$ cat config.mk
export PLATFORM = sky130hd
export DESIGN_NAME = matmul_sequencer_flat
export DESIGN_NICKNAME = d
export VERILOG_FILES = /design/src/rtl/matmul_ctrl_pkg.sv /design/src/rtl/matmul_sequencer_if.sv /design/src/rtl/matmul_sequencer.sv /design/src/flat_wrapper.sv
export SDC_FILE = /design/constraint.sdc
export NUM_CORES = 1
export LEC_CHECK = 0
export CAP_MARGIN = 5
export CORE_ASPECT_RATIO = 1.1
export CORE_MARGIN = 2
export CORE_UTILIZATION = 29
export DETAILED_ROUTE_END_ITERATION = 12
export GPL_TIMING_DRIVEN = 0
export PLACE_DENSITY_LB_ADDON = 0.25
export SLEW_MARGIN = 20
export SYNTH_ARGS = -nofsm -noshare
export SYNTH_HDL_FRONTEND = slang
export SYNTH_SLANG_ARGS = --single-unit
export TNS_END_PERCENT = 5
$ cat constraint.sdc
create_clock -name clk -period 2.24 [get_ports clk]
set_clock_uncertainty 0.2 [all_clocks]
set_input_delay 0.448 -clock clk [delete_from_list [all_inputs] [get_ports clk]]
set_output_delay 0.448 -clock clk [all_outputs]
set_load 0.02 [all_outputs]
$ cat src/rtl/matmul_ctrl_pkg.sv
// Shared definitions for controllers sequencing the row/column-memory + MAC datapath.
// Holds the state encoding and the memory read latency seen by the MAC.
package matmul_ctrl_pkg;

    localparam logic [2:0] ST_IDLE  = 3'd0;
    localparam logic [2:0] ST_LOAD  = 3'd1;
    localparam logic [2:0] ST_CLEAR = 3'd2;
    localparam logic [2:0] ST_RUN   = 3'd3;
    localparam logic [2:0] ST_ACC   = 3'd4;
    localparam logic [2:0] ST_OUT   = 3'd5;
    localparam logic [2:0] ST_DONE  = 3'd6;

    typedef enum logic [2:0] {
        IDLE  = ST_IDLE,
        LOAD  = ST_LOAD,
        CLEAR = ST_CLEAR,
        RUN   = ST_RUN,
        ACC   = ST_ACC,
        OUT   = ST_OUT,
        DONE  = ST_DONE
    } state_e;

    // Port-B read data appears this many cycles after enb.
    localparam int MAC_RD_LAT = 1;

endpackage

$ cat src/rtl/matmul_sequencer_if.sv
// Command and vector-load stream between the layer controller (master) and the sequencer (slave).
// Starts are single-cycle pulses; the load stream is a plain valid/ready handshake.
interface matmul_sequencer_if #(
    parameter int In_W       = 32,
    parameter int In_D_Add_W = 4
) ();
    logic                  start_load;
    logic                  start_calc;
    logic [In_D_Add_W-1:0] cfg_len;
    logic                  ld_valid;
    logic                  ld_ready;
    logic [In_W-1:0]       ld_row;
    logic [In_W-1:0]       ld_col;
    logic                  busy;
    logic                  load_done;
    logic                  done;

    modport master (
        output start_load, start_calc, cfg_len, ld_valid, ld_row, ld_col,
        input  ld_ready, busy, load_done, done
    );

    modport slave (
        input  start_load, start_calc, cfg_len, ld_valid, ld_row, ld_col,
        output ld_ready, busy, load_done, done
    );
endinterface

$ cat src/rtl/matmul_sequencer.sv
// Purpose: loads row/col vectors into the dual-port memories and sequences one MAC dot product per command.
// Latency: load finishes on the N-th accepted beat; calc asserts done N+4 cycles after the accepted start.
// Backpressure: ld_ready is a pure state decode (high throughout LOAD); ld_valid gaps stall without writes.
module matmul_sequencer
    import matmul_ctrl_pkg::*;
#(
    parameter int In_W       = 32,
    parameter int In_D_Add_W = 4
) (
    input  logic                  clk,
    input  logic                  rst,
    matmul_sequencer_if.slave     cmd,
    output logic                  ena_r,
    output logic                  ena_c,
    output logic                  wea_r,
    output logic                  wea_c,
    output logic [In_D_Add_W-1:0] addra_r,
    output logic [In_D_Add_W-1:0] addra_c,
    output logic [In_W-1:0]       din_r,
    output logic [In_W-1:0]       din_c,
    output logic                  enb_r,
    output logic                  enb_c,
    output logic [In_D_Add_W-1:0] addrb_r,
    output logic [In_D_Add_W-1:0] addrb_c,
    output logic                  clr,
    output logic                  en_MAC,
    output logic                  en_MAC_out
);

    localparam logic [In_D_Add_W-1:0] ADDR_ONE = In_D_Add_W'(1);

    state_e                  state;
    state_e                  state_nxt;
    logic [In_D_Add_W-1:0]   len_q;
    logic [In_D_Add_W-1:0]   len_m1;
    logic [In_D_Add_W-1:0]   idx;
    logic [In_D_Add_W-1:0]   k;
    logic [MAC_RD_LAT-1:0]   enb_dly;
    logic                    wr;
    logic                    rd;
    logic                    last_beat;
    logic                    last_rd;

    assign len_m1    = len_q - ADDR_ONE;
    assign wr        = (state == LOAD) && cmd.ld_valid;
    assign rd        = (state == RUN);
    assign last_beat = wr && (idx == len_m1);
    assign last_rd   = rd && (k == len_m1);

    always_ff @(posedge clk) begin
        if (!rst) begin
            state   <= IDLE;
            len_q   <= '0;
            idx     <= '0;
            k       <= '0;
            enb_dly <= '0;
        end else begin
            state <= state_nxt;
            if ((state == IDLE) && (state_nxt != IDLE)) begin
                len_q <= cmd.cfg_len;
            end
            if (wr) begin
                idx <= last_beat ? '0 : idx + ADDR_ONE;
            end
            if (rd) begin
                k <= last_rd ? '0 : k + ADDR_ONE;
            end
            // Delay line matching the memory read latency so en_MAC lines up with doutb.
            enb_dly <= MAC_RD_LAT'({enb_dly, rd});
        end
    end

    always_comb begin
        state_nxt = state;
        case (state)
            IDLE: begin
                if (cmd.start_load && (cmd.cfg_len != '0)) begin
                    state_nxt = LOAD;
                end else if (cmd.start_calc && (cmd.cfg_len != '0)) begin
                    state_nxt = CLEAR;
                end
            end
            LOAD:    if (last_beat) state_nxt = IDLE;
            CLEAR:   state_nxt = RUN;
            RUN:     if (last_rd) state_nxt = ACC;
            ACC:     state_nxt = OUT;
            OUT:     state_nxt = DONE;
            DONE:    state_nxt = IDLE;
            default: state_nxt = IDLE;
        endcase
    end

    assign cmd.ld_ready  = (state == LOAD);
    assign cmd.busy      = (state != IDLE);
    assign cmd.load_done = last_beat;
    assign cmd.done      = (state == DONE);

    assign ena_r   = wr;
    assign ena_c   = wr;
    assign wea_r   = wr;
    assign wea_c   = wr;
    assign addra_r = wr ? idx : '0;
    assign addra_c = wr ? idx : '0;
    assign din_r   = wr ? cmd.ld_row : '0;
    assign din_c   = wr ? cmd.ld_col : '0;

    assign enb_r   = rd;
    assign enb_c   = rd;
    assign addrb_r = rd ? k : '0;
    assign addrb_c = rd ? k : '0;

    assign clr        = (state == CLEAR);
    assign en_MAC     = enb_dly[MAC_RD_LAT-1];
    assign en_MAC_out = (state == OUT);

endmodule

$ cat src/flat_wrapper.sv
// flat-port wrapper written by rule: the top's interface ports become plain ports
module matmul_sequencer_flat import matmul_ctrl_pkg::*;
#(
    parameter int In_W       = 32,
    parameter int In_D_Add_W = 4
)
  (clk, rst, ena_r, ena_c, wea_r, wea_c, addra_r, addra_c, din_r, din_c, enb_r, enb_c, addrb_r, addrb_c, clr, en_MAC, en_MAC_out, cmd_start_load, cmd_start_calc, cmd_cfg_len, cmd_ld_valid, cmd_ld_row, cmd_ld_col, cmd_ld_ready, cmd_busy, cmd_load_done, cmd_done);
  matmul_sequencer_if #(.In_W(In_W), .In_D_Add_W(In_D_Add_W)) cmd_i ();
  input  logic clk;
  input  logic rst;
  output logic ena_r;
  output logic ena_c;
  output logic wea_r;
  output logic wea_c;
  output logic [In_D_Add_W-1:0] addra_r;
  output logic [In_D_Add_W-1:0] addra_c;
  output logic [In_W-1:0] din_r;
  output logic [In_W-1:0] din_c;
  output logic enb_r;
  output logic enb_c;
  output logic [In_D_Add_W-1:0] addrb_r;
  output logic [In_D_Add_W-1:0] addrb_c;
  output logic clr;
  output logic en_MAC;
  output logic en_MAC_out;
  input wire logic [$bits(cmd_i.start_load)-1:0] cmd_start_load;
  input wire logic [$bits(cmd_i.start_calc)-1:0] cmd_start_calc;
  input wire logic [$bits(cmd_i.cfg_len)-1:0] cmd_cfg_len;
  input wire logic [$bits(cmd_i.ld_valid)-1:0] cmd_ld_valid;
  input wire logic [$bits(cmd_i.ld_row)-1:0] cmd_ld_row;
  input wire logic [$bits(cmd_i.ld_col)-1:0] cmd_ld_col;
  output wire logic [$bits(cmd_i.ld_ready)-1:0] cmd_ld_ready;
  output wire logic [$bits(cmd_i.busy)-1:0] cmd_busy;
  output wire logic [$bits(cmd_i.load_done)-1:0] cmd_load_done;
  output wire logic [$bits(cmd_i.done)-1:0] cmd_done;
  assign cmd_i.start_load = cmd_start_load;
  assign cmd_i.start_calc = cmd_start_calc;
  assign cmd_i.cfg_len = cmd_cfg_len;
  assign cmd_i.ld_valid = cmd_ld_valid;
  assign cmd_i.ld_row = cmd_ld_row;
  assign cmd_i.ld_col = cmd_ld_col;
  assign cmd_ld_ready = cmd_i.ld_ready;
  assign cmd_busy = cmd_i.busy;
  assign cmd_load_done = cmd_i.load_done;
  assign cmd_done = cmd_i.done;
  matmul_sequencer #(.In_W(In_W), .In_D_Add_W(In_D_Add_W)) u_core (.clk(clk), .rst(rst), .cmd(cmd_i), .ena_r(ena_r), .ena_c(ena_c), .wea_r(wea_r), .wea_c(wea_c), .addra_r(addra_r), .addra_c(addra_c), .din_r(din_r), .din_c(din_c), .enb_r(enb_r), .enb_c(enb_c), .addrb_r(addrb_r), .addrb_c(addrb_c), .clr(clr), .en_MAC(en_MAC), .en_MAC_out(en_MAC_out));
endmodule
==> impl_metrics.csv, run 1 <==
group,metric,value,unit
status,status,"finished, violations left",
status,failed_checks,"negative setup slack",
floorplan,floorplan.die_area,6180,sq um
routing,routed_via_density,4.80,
worst_hold_path,timing.hold.worst.class,"reg2reg",
floorplan,io-pin-count,166,
cts,tritoncts,"built",
worst_setup_path,reg2reg_from,"u_core.len_q[0]",
synth,syn-mean-instance-area,7.54,sq um
worst_setup_path,cp_data_arrival_time,1.60,ns
synth,synth_top_area_cell,"sky130_fd_sc_hd__and3_1",
worst_setup_path,timing_worst_setup_path_type,"reg2out",
worst_setup_path,worstSetupStartpointType,"flop",
cts,cts_root_buffer,"sky130_fd_sc_hd__clkbuf_8",
cts,tritoncts_num_sinks,16,
synth,syn_area,1610,sq um
final_layout,antennaDiodeCount,0,
worst_setup_path,endpoint,"cmd_load_done",
routing,drtAntennaViolNets,0,
routing,drt_first_pass_iters,4,
worst_setup_path,timing.critical_path.required,1.59,ns
worst_setup_path,setup.worst_path.end_class,"output pin",
synth,synth_edf_count,0,
final_layout,fillCellCount,501,
synth,synth-async-reset-ratio,0,
cts,numCtsBuffers,3,
power_and_ir_drop,power-per-cell-area,392,nW/um^2
final_layout,finish.net_count,470,
routing,routed_wirelength,7540,um
cts,cts_hold_buffers,0,
worst_setup_path,reg2reg_setup_slack,0.13,ns
sta,hold_slack,0.357,ns
final_layout,final_layout_size_suffix_gt1_frac,0.394,
sta,finalHoldViolCount,0,
sta,timing.final.ws_setup,-0.00405,ns
floorplan,core_region_area,5360,sq um
power_and_ir_drop,vdd_ir_drop_max,370,uV
sta,timing_worst_slew_pin_value,0.449,ns
routing,post_route_drc_violation_count,0,
global_route,grt_antenna_before_repair,0,
synth,yosysMostFrequentCell,"sky130_fd_sc_hd__and3_1",
sta,finalMaxSlewViolations,0,
cts,cts-htree-levels,1,
floorplan,num_rows,28,
synth,postSynth.topFlopCell,"sky130_fd_sc_hd__dfxtp_1",
synth,synth_nets,290,
final_layout,area_growth_syn_to_layout,112,%
cts,cts_max_path_buffers,2,
sta,max_freq,446,MHz
synth,yosys-top-cells-count,"sky130_fd_sc_hd__and3_1 (68), sky130_fd_sc_hd__clkbuf_1 (16), sky130_fd_sc_hd__dfxtp_1 (16)",
placement,dp.final_hpwl,5900,um
worst_setup_path,critical_path.startpoint,"u_core.len_q[0]",
synth,number_of_warnings_issued_by_yosys,0,
placement,placer_congestion,0.785,
sta,finalCriticalPeriod,2.24,ns
synth,synth_cell_type_count,41,
cts,clkSlewWorstSetupHoldPaths,0.06,ns
global_route,first_global_vias,2014,
routing,routed_wire_length_per_instance,16.1,um
worst_setup_path,depth_of_the_most_critical_reg_to_reg_path,7,
global_route,grt_first_pass_wirelength,10300,um
floorplan,dieHeight,82.2,um
cts,worst_skew_pair.late_latency,0.25,ns
synth,synth_area_leaders,"sky130_fd_sc_hd__and3_1 (26%), sky130_fd_sc_hd__dfxtp_1 (20%), sky130_fd_sc_hd__buf_4 (5.6%), sky130_fd_sc_hd__xnor2_1 (4.3%), sky130_fd_sc_hd__clkbuf_1 (3.7%)",
global_route,gr-total-overflow,0,
floorplan,floorplan.initialDensity,0.301,
synth,synthDominantCellAreaShare,0.264,
routing,detailedRoute.firstIterationViolations,54,
placement,count_of_input_and_output_buffers,164,
power_and_ir_drop,power.static_leakage,1.85,nW
final_layout,seq_area,330,sq um
sta,setup_viol_count_final,1,
floorplan,floorplan.die.width,75.1,um
worst_setup_path,critical_path_peak_fanout,5,
sta,slew_headroom,0.700,
global_route,maximum_number_of_pins_on_one_net_before_global_route_repair,12,
synth,yosys_register_bits,16,
sta,post_route_setup_tns,-0.00405,ns
global_route,grt_util_all_layers,0.216,
sta,rsz0062_at_grt,"true",
worst_setup_path,reg2reg_to,"u_core.state[0]",
placement,post-place-ws,-0.990,ns
final_layout,finalInstanceArea,3420,sq um
synth,synth_sequential_area_ratio,0.198,
sta,timing.final.crit_share,1.00,
routing,vias,2248,
synth,syn-instance-count,214,
run,drv.max_cap_violation_count,0,
final_layout,multi_input_comb_area,1190,sq um
placement,placed_inst_area,3350,sq um
## flip-flops by register name (all words and copies together), names as in the netlist
register,count
u_core.k,4
u_core.len_q,4
u_core.idx,4
u_core.state,3
u_core.en_MAC,1
## repair_timing
| action | CTS | global route |
|---|---|---|
| setup endpoints to repair | 92 | 90 |
| buffers inserted | 7 | 3 |
| gates resized for setup | 393 | 89 |
| gates cloned | 1 | 1 |
| pin swaps | 1 | 2 |
## through the flow
| step | power (mW) | util | cells |
|---|---|---|---|
| finish | 1.34 | 0.639 | 468 |
| floorplan | 0.683 | - | 214 |
| global route | 1.41 | 0.639 | 468 |
| global placement | 1.01 | 0.625 | 453 |
| detailed placement | 1.02 | 0.625 | 453 |
| CTS | 1.28 | 0.608 | 464 |
## cells in the final DEF (no fill, tap or decap), types with 5 or more instances in the layout
master	instances
sky130_fd_sc_hd__and2_1	8
sky130_fd_sc_hd__and3_1	58
sky130_fd_sc_hd__and3_4	10
sky130_fd_sc_hd__buf_2	33
sky130_fd_sc_hd__buf_4	65
sky130_fd_sc_hd__buf_6	21
sky130_fd_sc_hd__clkbuf_8	6
sky130_fd_sc_hd__clkdlybuf4s50_1	71
sky130_fd_sc_hd__dfxtp_1	12
sky130_fd_sc_hd__nand2_1	9
sky130_fd_sc_hd__nor2_1	6
sky130_fd_sc_hd__nor2b_1	6
sky130_fd_sc_hd__o21ai_0	5
sky130_fd_sc_hd__xnor2_1	8
## cells by family (layout without fill, tap and decap cells)
group / Yosys count / count (layout) / share of synthesized area
multiplexers: 4 / 4 / 0.0248
XOR/XNOR: 11 / 11 / 0.0682
flip-flops: 16 / 16 / 0.198
AO/OA/AOI/OAI: 22 / 22 / 0.0899
AND/OR/NAND/NOR: 122 / 122 / 0.481
buffers and inverters: 36 / 215 / 0.114
adder cells (fa/ha/maj): 3 / 3 / 0.0233
## metal layers
| layer | vias up | global-route usage | wire [um] |
|---|---|---|---|
| met5 | - | 0 | 0 |
| met2 | 85 | 0.386 | 3870 |
| met1 | 1048 | 0.263 | 2900 |
| met3 | 6 | 0.0607 | 719 |
| li1 | 1109 | - | - |
| met4 | 0 | 0.0316 | 53 |
## layout make-up
| class | instances | area share |
|---|---|---|
| sequential | 16 | 0.0965 |
| clock buffer | 4 | 0.0161 |
| multi-input combinational | 162 | 0.349 |
| buffer | 31 | 0.0716 |
| inverter | 4 | 0.00438 |
| timing repair buffer | 176 | 0.435 |
| tap | 75 | 0.0274 |
## how the worst min path moves through the flow
stage | startpoint | to | slack (ns) | depth (start not counted)
global route | u_core.len_q[1] | u_core.len_q[1] | 0.40 | 2
floorplan | u_core.idx[0] | u_core.idx[0] | 0.29 | 2
CTS | u_core.idx[0] | u_core.idx[0] | 0.35 | 2
global placement | u_core.idx[0] | u_core.idx[0] | 0.34 | 2
finish | u_core.k[0] | u_core.k[0] | 0.36 | 2
detailed placement | u_core.idx[0] | u_core.idx[0] | 0.34 | 2
## critical path: stages (launching register included)
cell	delay, ns
sky130_fd_sc_hd__dfxtp_4	0.39
sky130_fd_sc_hd__inv_1	0.08
sky130_fd_sc_hd__ha_4	0.28
sky130_fd_sc_hd__xor2_1	0.14
sky130_fd_sc_hd__nand3_1	0.11
sky130_fd_sc_hd__nor3_2	0.16
sky130_fd_sc_hd__buf_4	0.17
## power breakdown
group | total [mW] | leakage [nW] | internal, mW | switching [mW]
Clock | 0.258 | 0.0288 | 0.156 | 0.102
Combinational | 0.755 | 1.69 | 0.401 | 0.354
Sequential | 0.329 | 0.133 | 0.303 | 0.0260
Total | 1.34 | 1.85 | 0.859 | 0.482
(Power assumes the default switching activity.)
==> inputs of run 2 (changes only) <==
Settings changed: CORE_ASPECT_RATIO 1.1 to not set.
==> impl_metrics.csv, run 2 (same netlist as run 1, synthesis figures left out) <==
group,metric,value,unit
status,status,"finished, violations left",
status,failed_checks,"negative setup slack",
power_and_ir_drop,power.static_leakage,1.83,nW
final_layout,finish.net_count,469,
routing,drtAntennaViolNets,0,
global_route,grt_antenna_before_repair,0,
floorplan,io-pin-count,166,
final_layout,antennaDiodeCount,0,
cts,tritoncts,"built",
cts,cts_max_path_buffers,2,
worst_setup_path,timing_worst_setup_path_type,"reg2out",
cts,worst_skew_pair.late_latency,0.25,ns
sta,timing.final.ws_setup,-0.0331,ns
power_and_ir_drop,vdd_ir_drop_max,304,uV
sta,timing.final.crit_share,1.01,
worst_setup_path,cpPeakStageDelay,0.38,ns
worst_setup_path,worstSetupStartpointType,"flop",
floorplan,floorplan.die.width,78.6,um
floorplan,core_region_area,5440,sq um
placement,dp.final_hpwl,5280,um
sta,hold_slack,0.362,ns
sta,finalCriticalPeriod,2.27,ns
global_route,maximum_number_of_pins_on_one_net_before_global_route_repair,12,
final_layout,multi_input_comb_area,1180,sq um
cts,clkSlewWorstSetupHoldPaths,0.07,ns
routing,routed_wire_length_per_instance,14.8,um
floorplan,dieHeight,78.6,um
worst_hold_path,timing.hold.worst.class,"reg2reg",
routing,post_route_drc_violation_count,0,
placement,count_of_input_and_output_buffers,164,
worst_setup_path,critical_path_buf_inv_count,2,
worst_setup_path,timing.critical_path.required,1.59,ns
global_route,grt_first_pass_wirelength,10400,um
power_and_ir_drop,finalPower,1.33,mW
sta,rsz0062_at_grt,"true",
worst_setup_path,setup.worst_path.end_class,"output pin",
sta,timing_worst_slew_pin_value,0.449,ns
placement,placer_congestion,0.744,
global_route,first_global_vias,2033,
sta,finalMaxSlewViolations,0,
power_and_ir_drop,power-per-cell-area,392,nW/um^2
final_layout,layout_common_cells,"sky130_fd_sc_hd__clkdlybuf4s50_1 (72), sky130_fd_sc_hd__and3_1 (63), sky130_fd_sc_hd__buf_4 (52)",
final_layout,largest_registers,"u_core.idx x4, u_core.k x4, u_core.len_q x4",
final_layout,fillCellCount,524,
cts,cts-htree-levels,1,
final_layout,area_growth_syn_to_layout,110,%
floorplan,num_rows,27,
global_route,grt_util_all_layers,0.208,
final_layout,final_layout_size_suffix_gt1_frac,0.393,
worst_setup_path,critical_path_peak_fanout,4,
routing,drt_first_pass_iters,4,
worst_setup_path,critPathTopFamily,"flip-flops",
routing,routed_wirelength,6880,um
sta,finalHoldViolCount,0,
cts,cts_hold_buffers,0,
worst_setup_path,cp_cell_sequence,"inv_2 -> ha_4 -> xor2_1 -> nand3_1 -> nor3_2 -> buf_4",
floorplan,floorplan.initialDensity,0.297,
routing,detailedRoute.firstIterationViolations,34,
routing,routed_via_density,4.70,
worst_setup_path,worst_path_max_delay_cell,"sky130_fd_sc_hd__dfxtp_4",
sta,slew_headroom,0.699,
global_route,gr-total-overflow,0,
sta,setup_viol_count_final,3,
cts,numCtsBuffers,3,
cts,cts_root_buffer,"sky130_fd_sc_hd__clkbuf_8",
final_layout,seq_area,333,sq um
routing,vias,2182,
cts,tritoncts_num_sinks,16,
final_layout,layout.cells.most_common,"sky130_fd_sc_hd__clkdlybuf4s50_1",
sta,post_route_setup_tns,-0.0453,ns
floorplan,floorplan.die_area,6180,sq um
run,drv.max_cap_violation_count,0,
sta,max_freq,440,MHz
worst_setup_path,cp_data_arrival_time,1.63,ns
==> run 2: cell count changes in the layout (fill, tap and decap cells not counted), moves of 4 or more <==
| cell | previous run | this run |
|---|---|---|
| sky130_fd_sc_hd__and3_1 | 58 | 63 |
| sky130_fd_sc_hd__clkbuf_2 | 2 | 10 |
| sky130_fd_sc_hd__buf_4 | 65 | 52 |
| sky130_fd_sc_hd__and2_1 | 8 | 4 |
| sky130_fd_sc_hd__and2_4 | 0 | 4 |
| sky130_fd_sc_hd__and3_4 | 10 | 5 |
==> run 2: per-layer routing <==
| metal | wire (um) | global-route usage |
|---|---|---|
| met4 | 91 | 0.0456 |
| met3 | 562 | 0.0529 |
| met1 | 2740 | 0.254 |
| met2 | 3490 | 0.367 |
| met5 | 0 | 0 |
==> run 2: repair_timing <==
item                       in CTS  in global routing
setup buffers                   6                  4
setup endpoints to repair      93                 83
gates resized for setup       368                 94
gates cloned                    1                  0
pin swaps                       1                  4
==> run 2: area by class of cell <==
class / instances / area share
inverter: 4 / 0.00516
timing repair buffer: 175 / 0.432
clock buffer: 4 / 0.0162
multi-input combinational: 162 / 0.348
sequential: 16 / 0.0981
tap: 72 / 0.0265
buffer: 31 / 0.0745
==> run 2: where the power goes <==
| part | total [mW] | internal [mW] | leakage [nW] | switching (mW) |
|---|---|---|---|---|
| sequential | 0.327 | 0.302 | 0.133 | 0.0251 |
| clock | 0.263 | 0.156 | 0.0288 | 0.107 |
| combinational | 0.739 | 0.394 | 1.67 | 0.345 |
| total | 1.33 | 0.853 | 1.83 | 0.477 |
==> run 2: path summary, 6_finish.rpt <==
kind / startpoint / endpoint / slack (ns) / depth (start not counted)
min reg2reg: u_core.idx[0] / u_core.idx[0] / 0.36 / 2
min: u_core.idx[0] / u_core.idx[0] / 0.36 / 2
max: u_core.len_q[0] / cmd_load_done / -0.03 / 6
max reg2reg: u_core.len_q[1] / u_core.state[0] / 0.21 / 7
==> run 2: worst min-delay path: cells and delay by family (launching register included) <==
family | cells | cell delay [ns]
flip-flops | 1 | 0.38
AND/OR/NAND/NOR | 1 | 0.09
AO/OA/AOI/OAI | 1 | 0.05
==> run 2: per-stage QoR <==
stage / utilization / area, sq um / cells / setup slack (ns)
final: 0.624 / 3390 / 464 / -0.0331
after global routing: 0.624 / 3390 / 464 / -0.134
after CTS: 0.604 / 3280 / 460 / -0.0287
after detailed placement: 0.615 / 3350 / 450 / -0.917
after global placement: 0.615 / 3350 / 450 / -0.902
after floorplan: - / 1620 / 214 / 0.0560
